## src/rtl/apb_slave_pkg.sv

```systemverilog
// Shared types and constants for the APB slave mux front-end.
// Holds the FSM state enum, error-cause codes and AXI response codes.
package apb_slave_pkg;

    typedef enum logic [1:0] {
        IDLE = 2'd0,
        WAIT = 2'd1,
        RESP = 2'd2
    } state_t;

    localparam logic [1:0] CAUSE_NONE    = 2'd0;
    localparam logic [1:0] CAUSE_BACKEND = 2'd1;
    localparam logic [1:0] CAUSE_DECODE  = 2'd2;
    localparam logic [1:0] CAUSE_TIMEOUT = 2'd3;

    localparam logic [1:0] AXI_OKAY   = 2'd0;
    localparam logic [1:0] AXI_EXOKAY = 2'd1;
    localparam logic [1:0] AXI_SLVERR = 2'd2;
    localparam logic [1:0] AXI_DECERR = 2'd3;

    function automatic logic resp_is_err(input logic [1:0] r);
        return !(r == AXI_OKAY || r == AXI_EXOKAY);
    endfunction

endpackage

```

## src/rtl/apb_ifc.sv

```systemverilog
// APB bus bundle with master and slave views.
// Carries psel/penable/pwrite/paddr/pwdata/pstrb/pprot and prdata/pready/pslverr.
interface apb_ifc #(
    parameter int AW = 32,
    parameter int DW = 32
);
    logic            psel;
    logic            penable;
    logic            pwrite;
    logic [AW-1:0]   paddr;
    logic [DW-1:0]   pwdata;
    logic [DW/8-1:0] pstrb;
    logic [2:0]      pprot;
    logic [DW-1:0]   prdata;
    logic            pready;
    logic            pslverr;

    modport slave (
        input  psel, penable, pwrite, paddr, pwdata, pstrb, pprot,
        output prdata, pready, pslverr
    );

    modport master (
        output psel, penable, pwrite, paddr, pwdata, pstrb, pprot,
        input  prdata, pready, pslverr
    );
endinterface

```

## src/rtl/apb_wdt.sv

```systemverilog
// Loadable down-counter watchdog: load_i arms it with LIMIT, en_i counts,
// clr_i zeroes it; expire_o is high in the LIMIT-th enabled cycle after load.
module apb_wdt #(
    parameter int LIMIT = 256
) (
    input  logic clk_i,
    input  logic rst_ni,
    input  logic load_i,
    input  logic en_i,
    input  logic clr_i,
    output logic expire_o
);

    if (LIMIT > 0) begin : g_wdt
        localparam int W = $clog2(LIMIT + 1);

        logic [W-1:0] cnt_q;
        logic [W-1:0] cnt_d;

        always_comb begin
            cnt_d = cnt_q;
            if (clr_i) begin
                cnt_d = '0;
            end else if (load_i) begin
                cnt_d = W'(LIMIT);
            end else if (en_i && cnt_q != '0) begin
                cnt_d = cnt_q - W'(1);
            end
        end

        always_ff @(posedge clk_i or negedge rst_ni) begin
            if (!rst_ni) begin
                cnt_q <= '0;
            end else begin
                cnt_q <= cnt_d;
            end
        end

        // Loaded with LIMIT, so reaching 1 marks the last allowed cycle.
        assign expire_o = en_i && (cnt_q == W'(1));
    end else begin : g_off
        logic unused_in;
        assign unused_in = ^{clk_i, rst_ni, load_i, en_i, clr_i};
        assign expire_o  = 1'b0;
    end

endmodule

```

## src/rtl/apb_slave_mux.sv

```systemverilog
// APB slave front-end dispatching each transfer to one of N_CH backends.
// Ports: s_apb (APB slave), req_* (channel request), rsp_* (channel response), err_*.
module apb_slave_mux
    import apb_slave_pkg::*;
#(
    parameter int AW_APB         = 32,
    parameter int DW_APB         = 32,
    parameter int N_CH           = 2,
    parameter int CH_SEL_LSB     = 12,
    parameter int TIMEOUT_CYCLES = 256
) (
    input  logic                   apb_clk,
    input  logic                   sys_aresetn,
    apb_ifc.slave                  s_apb,
    output logic [N_CH-1:0]        req_valid,
    output logic                   req_write,
    output logic [AW_APB-1:0]      req_addr,
    output logic [DW_APB-1:0]      req_wdata,
    output logic [DW_APB/8-1:0]    req_be,
    output logic [2:0]             req_prot,
    input  logic [N_CH-1:0]        rsp_valid,
    input  logic [N_CH*DW_APB-1:0] rsp_rdata,
    input  logic [N_CH*2-1:0]      rsp_resp,
    output logic                   err_event,
    output logic [1:0]             err_cause
);

    localparam int CW = (N_CH > 1) ? $clog2(N_CH) : 1;
    localparam int BW = DW_APB / 8;

    state_t              state_q, state_d;
    logic [CW-1:0]       ch_q, ch_d;
    logic [N_CH-1:0]     abandoned_q, abandoned_d;
    logic [N_CH-1:0]     req_valid_q, req_valid_d;
    logic                req_write_q, req_write_d;
    logic [AW_APB-1:0]   req_addr_q, req_addr_d;
    logic [DW_APB-1:0]   req_wdata_q, req_wdata_d;
    logic [BW-1:0]       req_be_q, req_be_d;
    logic [2:0]          req_prot_q, req_prot_d;
    logic                pready_q, pready_d;
    logic                pslverr_q, pslverr_d;
    logic [DW_APB-1:0]   prdata_q, prdata_d;
    logic                err_event_q, err_event_d;
    logic [1:0]          err_cause_q, err_cause_d;

    logic [CW-1:0]       ch_dec;
    logic                dec_miss;
    logic                ch_abandoned;
    logic                accept;
    logic                rsp_hit;
    logic                rsp_err;
    logic [N_CH-1:0]     cur_mask;
    logic                wdt_load;
    logic                wdt_en;
    logic                wdt_clr;
    logic                wdt_expire;

    if (N_CH > 1) begin : g_dec
        assign ch_dec   = s_apb.paddr[CH_SEL_LSB +: CW];
        assign dec_miss = int'(ch_dec) >= N_CH;
    end else begin : g_dec1
        assign ch_dec   = '0;
        assign dec_miss = 1'b0;
    end

    assign accept       = (state_q == IDLE) && s_apb.psel &&
                          s_apb.penable && !pready_q;
    assign ch_abandoned = !dec_miss && abandoned_q[ch_dec];
    assign rsp_hit      = rsp_valid[ch_q];
    assign rsp_err      = resp_is_err(rsp_resp[int'(ch_q)*2 +: 2]);

    // Only the channel being waited on is excluded from flag clearing.
    assign cur_mask = (state_q == WAIT) ? (N_CH'(1) << ch_q) : '0;

    assign wdt_load = accept && !dec_miss && !ch_abandoned;
    assign wdt_en   = (state_q == WAIT);
    assign wdt_clr  = (state_q == RESP);

    apb_wdt #(
        .LIMIT (TIMEOUT_CYCLES)
    ) u_wdt (
        .clk_i    (apb_clk),
        .rst_ni   (sys_aresetn),
        .load_i   (wdt_load),
        .en_i     (wdt_en),
        .clr_i    (wdt_clr),
        .expire_o (wdt_expire)
    );

    always_ff @(posedge apb_clk or negedge sys_aresetn) begin
        if (!sys_aresetn) begin
            state_q <= IDLE;
        end else begin
            state_q <= state_d;
        end
    end

    always_comb begin
        state_d = state_q;
        unique case (state_q)
            IDLE: begin
                if (accept) begin
                    state_d = (dec_miss || ch_abandoned) ? RESP : WAIT;
                end
            end
            WAIT: begin
                if (rsp_hit || wdt_expire) begin
                    state_d = RESP;
                end
            end
            RESP:    state_d = IDLE;
            default: state_d = IDLE;
        endcase
    end

    always_comb begin
        req_valid_d = '0;
        req_write_d = req_write_q;
        req_addr_d  = req_addr_q;
        req_wdata_d = req_wdata_q;
        req_be_d    = req_be_q;
        req_prot_d  = req_prot_q;
        pready_d    = 1'b0;
        pslverr_d   = 1'b0;
        prdata_d    = '0;
        err_event_d = 1'b0;
        err_cause_d = err_cause_q;
        ch_d        = ch_q;
        abandoned_d = abandoned_q & ~(rsp_valid & ~cur_mask);
        unique case (state_q)
            IDLE: begin
                if (accept) begin
                    req_write_d = s_apb.pwrite;
                    req_addr_d  = s_apb.paddr;
                    req_wdata_d = s_apb.pwrite ? s_apb.pwdata : '0;
                    req_be_d    = s_apb.pwrite ? s_apb.pstrb : '0;
                    req_prot_d  = s_apb.pprot;
                    ch_d        = ch_dec;
                    if (dec_miss) begin
                        pready_d    = 1'b1;
                        pslverr_d   = 1'b1;
                        err_event_d = 1'b1;
                        err_cause_d = CAUSE_DECODE;
                    end else if (ch_abandoned) begin
                        pready_d    = 1'b1;
                        pslverr_d   = 1'b1;
                        err_event_d = 1'b1;
                        err_cause_d = CAUSE_TIMEOUT;
                    end else begin
                        req_valid_d = N_CH'(1) << ch_dec;
                    end
                end
            end
            WAIT: begin
                // A response arriving with the expiry wins.
                if (rsp_hit) begin
                    pready_d  = 1'b1;
                    pslverr_d = rsp_err;
                    prdata_d  = req_write_q ? '0 :
                                rsp_rdata[int'(ch_q)*DW_APB +: DW_APB];
                    if (rsp_err) begin
                        err_event_d = 1'b1;
                        err_cause_d = CAUSE_BACKEND;
                    end
                end else if (wdt_expire) begin
                    pready_d          = 1'b1;
                    pslverr_d         = 1'b1;
                    err_event_d       = 1'b1;
                    err_cause_d       = CAUSE_TIMEOUT;
                    abandoned_d[ch_q] = 1'b1;
                end
            end
            default: ;
        endcase
    end

    always_ff @(posedge apb_clk or negedge sys_aresetn) begin
        if (!sys_aresetn) begin
            req_valid_q <= '0;
            req_write_q <= 1'b0;
            req_addr_q  <= '0;
            req_wdata_q <= '0;
            req_be_q    <= '0;
            req_prot_q  <= '0;
            pready_q    <= 1'b0;
            pslverr_q   <= 1'b0;
            prdata_q    <= '0;
            err_event_q <= 1'b0;
            err_cause_q <= CAUSE_NONE;
            ch_q        <= '0;
            abandoned_q <= '0;
        end else begin
            req_valid_q <= req_valid_d;
            req_write_q <= req_write_d;
            req_addr_q  <= req_addr_d;
            req_wdata_q <= req_wdata_d;
            req_be_q    <= req_be_d;
            req_prot_q  <= req_prot_d;
            pready_q    <= pready_d;
            pslverr_q   <= pslverr_d;
            prdata_q    <= prdata_d;
            err_event_q <= err_event_d;
            err_cause_q <= err_cause_d;
            ch_q        <= ch_d;
            abandoned_q <= abandoned_d;
        end
    end

    assign req_valid     = req_valid_q;
    assign req_write     = req_write_q;
    assign req_addr      = req_addr_q;
    assign req_wdata     = req_wdata_q;
    assign req_be        = req_be_q;
    assign req_prot      = req_prot_q;
    assign s_apb.pready  = pready_q;
    assign s_apb.pslverr = pslverr_q;
    assign s_apb.prdata  = prdata_q;
    assign err_event     = err_event_q;
    assign err_cause     = err_cause_q;

endmodule
```

## src/flat_wrapper.sv

```systemverilog
// flat-port wrapper written by rule: the top's interface ports become plain ports
module apb_slave_mux_flat import apb_slave_pkg::*;
#(
    parameter int AW_APB         = 32,
    parameter int DW_APB         = 32,
    parameter int N_CH           = 2,
    parameter int CH_SEL_LSB     = 12,
    parameter int TIMEOUT_CYCLES = 256
)
  (apb_clk, sys_aresetn, req_valid, req_write, req_addr, req_wdata, req_be, req_prot, rsp_valid, rsp_rdata, rsp_resp, err_event, err_cause, s_apb_psel, s_apb_penable, s_apb_pwrite, s_apb_paddr, s_apb_pwdata, s_apb_pstrb, s_apb_pprot, s_apb_prdata, s_apb_pready, s_apb_pslverr);
  apb_ifc s_apb_i ();
  input  logic apb_clk;
  input  logic sys_aresetn;
  output logic [N_CH-1:0] req_valid;
  output logic req_write;
  output logic [AW_APB-1:0] req_addr;
  output logic [DW_APB-1:0] req_wdata;
  output logic [DW_APB/8-1:0] req_be;
  output logic [2:0] req_prot;
  input  logic [N_CH-1:0] rsp_valid;
  input  logic [N_CH*DW_APB-1:0] rsp_rdata;
  input  logic [N_CH*2-1:0] rsp_resp;
  output logic err_event;
  output logic [1:0] err_cause;
  input wire logic [$bits(s_apb_i.psel)-1:0] s_apb_psel;
  input wire logic [$bits(s_apb_i.penable)-1:0] s_apb_penable;
  input wire logic [$bits(s_apb_i.pwrite)-1:0] s_apb_pwrite;
  input wire logic [$bits(s_apb_i.paddr)-1:0] s_apb_paddr;
  input wire logic [$bits(s_apb_i.pwdata)-1:0] s_apb_pwdata;
  input wire logic [$bits(s_apb_i.pstrb)-1:0] s_apb_pstrb;
  input wire logic [$bits(s_apb_i.pprot)-1:0] s_apb_pprot;
  output wire logic [$bits(s_apb_i.prdata)-1:0] s_apb_prdata;
  output wire logic [$bits(s_apb_i.pready)-1:0] s_apb_pready;
  output wire logic [$bits(s_apb_i.pslverr)-1:0] s_apb_pslverr;
  assign s_apb_i.psel = s_apb_psel;
  assign s_apb_i.penable = s_apb_penable;
  assign s_apb_i.pwrite = s_apb_pwrite;
  assign s_apb_i.paddr = s_apb_paddr;
  assign s_apb_i.pwdata = s_apb_pwdata;
  assign s_apb_i.pstrb = s_apb_pstrb;
  assign s_apb_i.pprot = s_apb_pprot;
  assign s_apb_prdata = s_apb_i.prdata;
  assign s_apb_pready = s_apb_i.pready;
  assign s_apb_pslverr = s_apb_i.pslverr;
  apb_slave_mux #(.AW_APB(AW_APB), .DW_APB(DW_APB), .N_CH(N_CH), .CH_SEL_LSB(CH_SEL_LSB), .TIMEOUT_CYCLES(TIMEOUT_CYCLES)) u_core (.apb_clk(apb_clk), .sys_aresetn(sys_aresetn), .s_apb(s_apb_i), .req_valid(req_valid), .req_write(req_write), .req_addr(req_addr), .req_wdata(req_wdata), .req_be(req_be), .req_prot(req_prot), .rsp_valid(rsp_valid), .rsp_rdata(rsp_rdata), .rsp_resp(rsp_resp), .err_event(err_event), .err_cause(err_cause));
endmodule
```

## config.mk

```make
export PLATFORM = sky130hd
export DESIGN_NAME = apb_slave_mux_flat
export DESIGN_NICKNAME = d
export VERILOG_FILES = /design/src/rtl/apb_slave_pkg.sv /design/src/rtl/apb_ifc.sv /design/src/rtl/apb_wdt.sv /design/src/rtl/apb_slave_mux.sv /design/src/flat_wrapper.sv
export SDC_FILE = /design/constraint.sdc
export NUM_CORES = 1
export LEC_CHECK = 0
export ABC_AREA = 0
export CORE_UTILIZATION = 40
export DETAILED_ROUTE_END_ITERATION = 7
export PLACE_DENSITY_LB_ADDON = 0.08
export SYNTH_ARGS = -nofsm -noshare
export SYNTH_HDL_FRONTEND = slang
export SYNTH_SLANG_ARGS = --single-unit
```

## constraint.sdc

```tcl
create_clock -name apb_clk -period 2.3 [get_ports apb_clk]
set_input_delay 0.46 -clock apb_clk [delete_from_list [all_inputs] [get_ports apb_clk]]
set_output_delay 0.46 -clock apb_clk [all_outputs]
set_load 0.05 [all_outputs]
```

==> results.ini <==
[pwr]
vdd_drop_max_mv = 0.8179
power.leakage_uw = 0.003912
power_density_nw_per_um2 = 1455
p_total_uw = 12150

[routing]
drt-total-wl_mm = 14.02
dr.pass1.iters = 4
via_per_inst = 4.775
drc = 0
wl_per_cell_um = 14.88
antenna_left = 0
vias = 4498
drt-initial-drc-count = 176

[setup_path]
setup.worst_path.start_class = flip-flop
crit_fanout = 5
worst_ep_arrival_time_ns = 2.45
cp.required_ns = 2.63
critPathKind = flip-flop to flip-flop
worstSetupEndpointType = flip-flop

[sta]
fin_crit_sh_pct = 91.93
worstMarginPinSlew_ns = 0.6059
maxSlewHeadroom_pct = 59.60
final_max_slew_viol_count = 0
setup_viol = 0
hold_viol = 0
finalCriticalPeriod_ns = 2.114
max_freq_mhz = 472.9
clock_skew_ns = 0.006698
fin_ws_ns = 0.1856
rsz0062_at_grt = false
setup-tns-final_ns = 0

[clock_tree]
cts_made_buffers = 17
hold_buffers = 0
htreeDepth = 4
cts.sinks = 123
ctsResizeCount = 0
cts_tree = done
cts_root_buffer = clkbuf_16
clk_pin_slew_ns = 0.05
postCtsSetupBuffers = 0
clock_latency_ns = 0.41
clk_path_buf_depth = 2

[die]
pin_count = 257
initial_utilization_pct = 41.39
dieArea_um2 = 12990
fp.dieW_um = 114.0
die_y_um = 114.0
core_area_um2 = 12110
std_cell_rows = 40

[yosys]
synth_cells = 509
synth_commonest_cells = 184 x nand2_1, 123 x dfrtp_1, 38 x nand3_1, 38 x nor2_1, 35 x mux2i_1
synth_edf_count = 0
yosysTopAreaCell = dfrtp_1
syn_area_um2 = 5014
yosys_warnings = 0
synth_area_leaders = dfrtp_1 61%, nand2_1 14%, mux2i_1 7.0%
ys_ff_latch = 123
yosysTopAreaCellShare_pct = 61.39
ys.flop_type = dfrtp_1
syn_avg_cell_area_um2 = 9.850
yosys.cell_count.top_type = nand2_1
yosysSeqAreaShare_pct = 61.39
synth_cell_type_count = 45
synth-async-reset-ratio_pct = 100.0
syn_nets = 658

[finish]
nFillCells = 968
drive_gt1_share_pct = 7.364
area_growth_pct = 66.58
layout.nets = 910
antennaDiodeCount = 0
finalNonFillerCells = 942

[placement]
dp_slack_ns = 0.05575
numPlacedInstances = 910
io_buffers = 254
dp_hpwl_mm = 10.18
gp_congestion = 0.7645

[worst_hold_path]
hp-class = primary input to async pin

[global_route]
grt_pass1_wl_mm = 22.44
antenna_found_initial = 0
grt_max_degree = 60
track_usage_pct = 22.87
grt_pass1_vias = 4553
overflow = 0

[run]
cap_violations = 0

[status]
status = finished, final reports clean

## final timing paths
path	from	end	slack [ns]	depth (start not counted)
worst min register to register	u_core.req_wdata[1]	u_core.req_wdata[1]	0.46	2
max in group asynchronous	sys_aresetn	u_core.req_addr[12]	1.59	2
worst min-delay path	sys_aresetn	u_core.s_apb.prdata[9]	0.06	1
worst max-delay path	u_core.u_wdt.g_wdt.cnt_q[0]	u_core.u_wdt.g_wdt.cnt_q[4]	0.19	6
worst max register to register	u_core.u_wdt.g_wdt.cnt_q[0]	u_core.u_wdt.g_wdt.cnt_q[4]	0.19	6
min in group apb_clk	u_core.req_wdata[1]	u_core.req_wdata[1]	0.46	2
## report_power, final
group / internal, uW / switching [uW] / total [uW]
clock: 1610 / 891 / 2500
sequential: 2960 / 493 / 3460
combinational: 2120 / 4070 / 6190
total: 6700 / 5450 / 12100
## critical path, cell delays in order, from the launching register on
cell and delay [ns]:
dfrtp_1 0.41, inv_1 0.09, ha_1 0.13, or4b_2 0.61
o211ai_1 0.40, or3_2 0.21, mux2i_1 0.17
## metal layers
metal | GRT usage (%) | up-vias | wire length [um]
met4 | 10.91 | 0 | 407
li1 | - | 2172 | -
met1 | 25.83 | 2141 | 5426
met5 | 0 | - | 0
met2 | 37.90 | 155 | 7094
met3 | 9.033 | 30 | 1087
## cells by family after synthesis
| logic type | after synthesis | share of synthesized area [%] |
|---|---|---|
| multiplexers | 36 | 7.212 |
| AO/OA/AOI/OAI | 28 | 3.994 |
| adder cells (fa/ha/maj) | 3 | 0.7488 |
| flip-flops | 123 | 61.39 |
| XOR/XNOR | 1 | 0.1747 |
| buffers and inverters | 36 | 2.895 |
| AND/OR/NAND/NOR | 282 | 23.58 |
## layout make-up
| type | count | area (um^2) | share of cell area [%] |
|---|---|---|---|
| flip-flops and latches | 123 | 3079 | 36.87 |
| repair buffers | 265 | 2683 | 32.12 |
| multi-input cells | 350 | 1798 | 21.53 |
| clock buffers | 24 | 501.7 | 6.007 |
| well taps | 168 | 210.2 | 2.517 |
| clock inverters | 8 | 65.06 | 0.7790 |
| inverters | 4 | 15.01 | 0.1798 |
## placed cells by master, fill, tap and decap left out, types with 3 or more instances in the layout
cell	count
mux2i_1	35
nor2_1	38
buf_12	5
o22ai_1	3
nand2_1	184
inv_1	4
or4_1	3
clkbuf_8	5
dfrtp_1	122
buf_4	8
or3_2	3
o21ai_0	4
clkdlybuf4s50_1	252
clkinv_2	7
ha_1	3
clkbuf_16	17
a21oi_1	4
nand3_1	38
o31ai_1	4
## through the flow
| stage | hold WS, ns | util [%] | cell area [um^2] |
|---|---|---|---|
| detailed placement | 0.4560 | 64.28 | 7785 |
| global route | 0.09576 | 68.96 | 8352 |
| finish | 0.05613 | 68.96 | 8352 |
| floorplan | 0.1644 | - | 5014 |
| CTS | 0.07116 | 68.96 | 8352 |
| global placement | 0.4496 | 64.28 | 7785 |
## flip-flops by register name (all words and copies together), names as in the netlist
signal                    cells
u_core.state_q                2
u_core.req_be                 4
u_core.req_valid              2
u_core.s_apb.pready           1
u_core.err_cause              2
u_core.req_wdata             32
u_core.abandoned_q            2
u_core.req_write              1
u_core.u_wdt.g_wdt.cnt_q      9
u_core.req_addr              32
u_core.err_event              1
u_core.req_prot               3
u_core.s_apb.prdata          32
(Power assumes the default switching activity.)
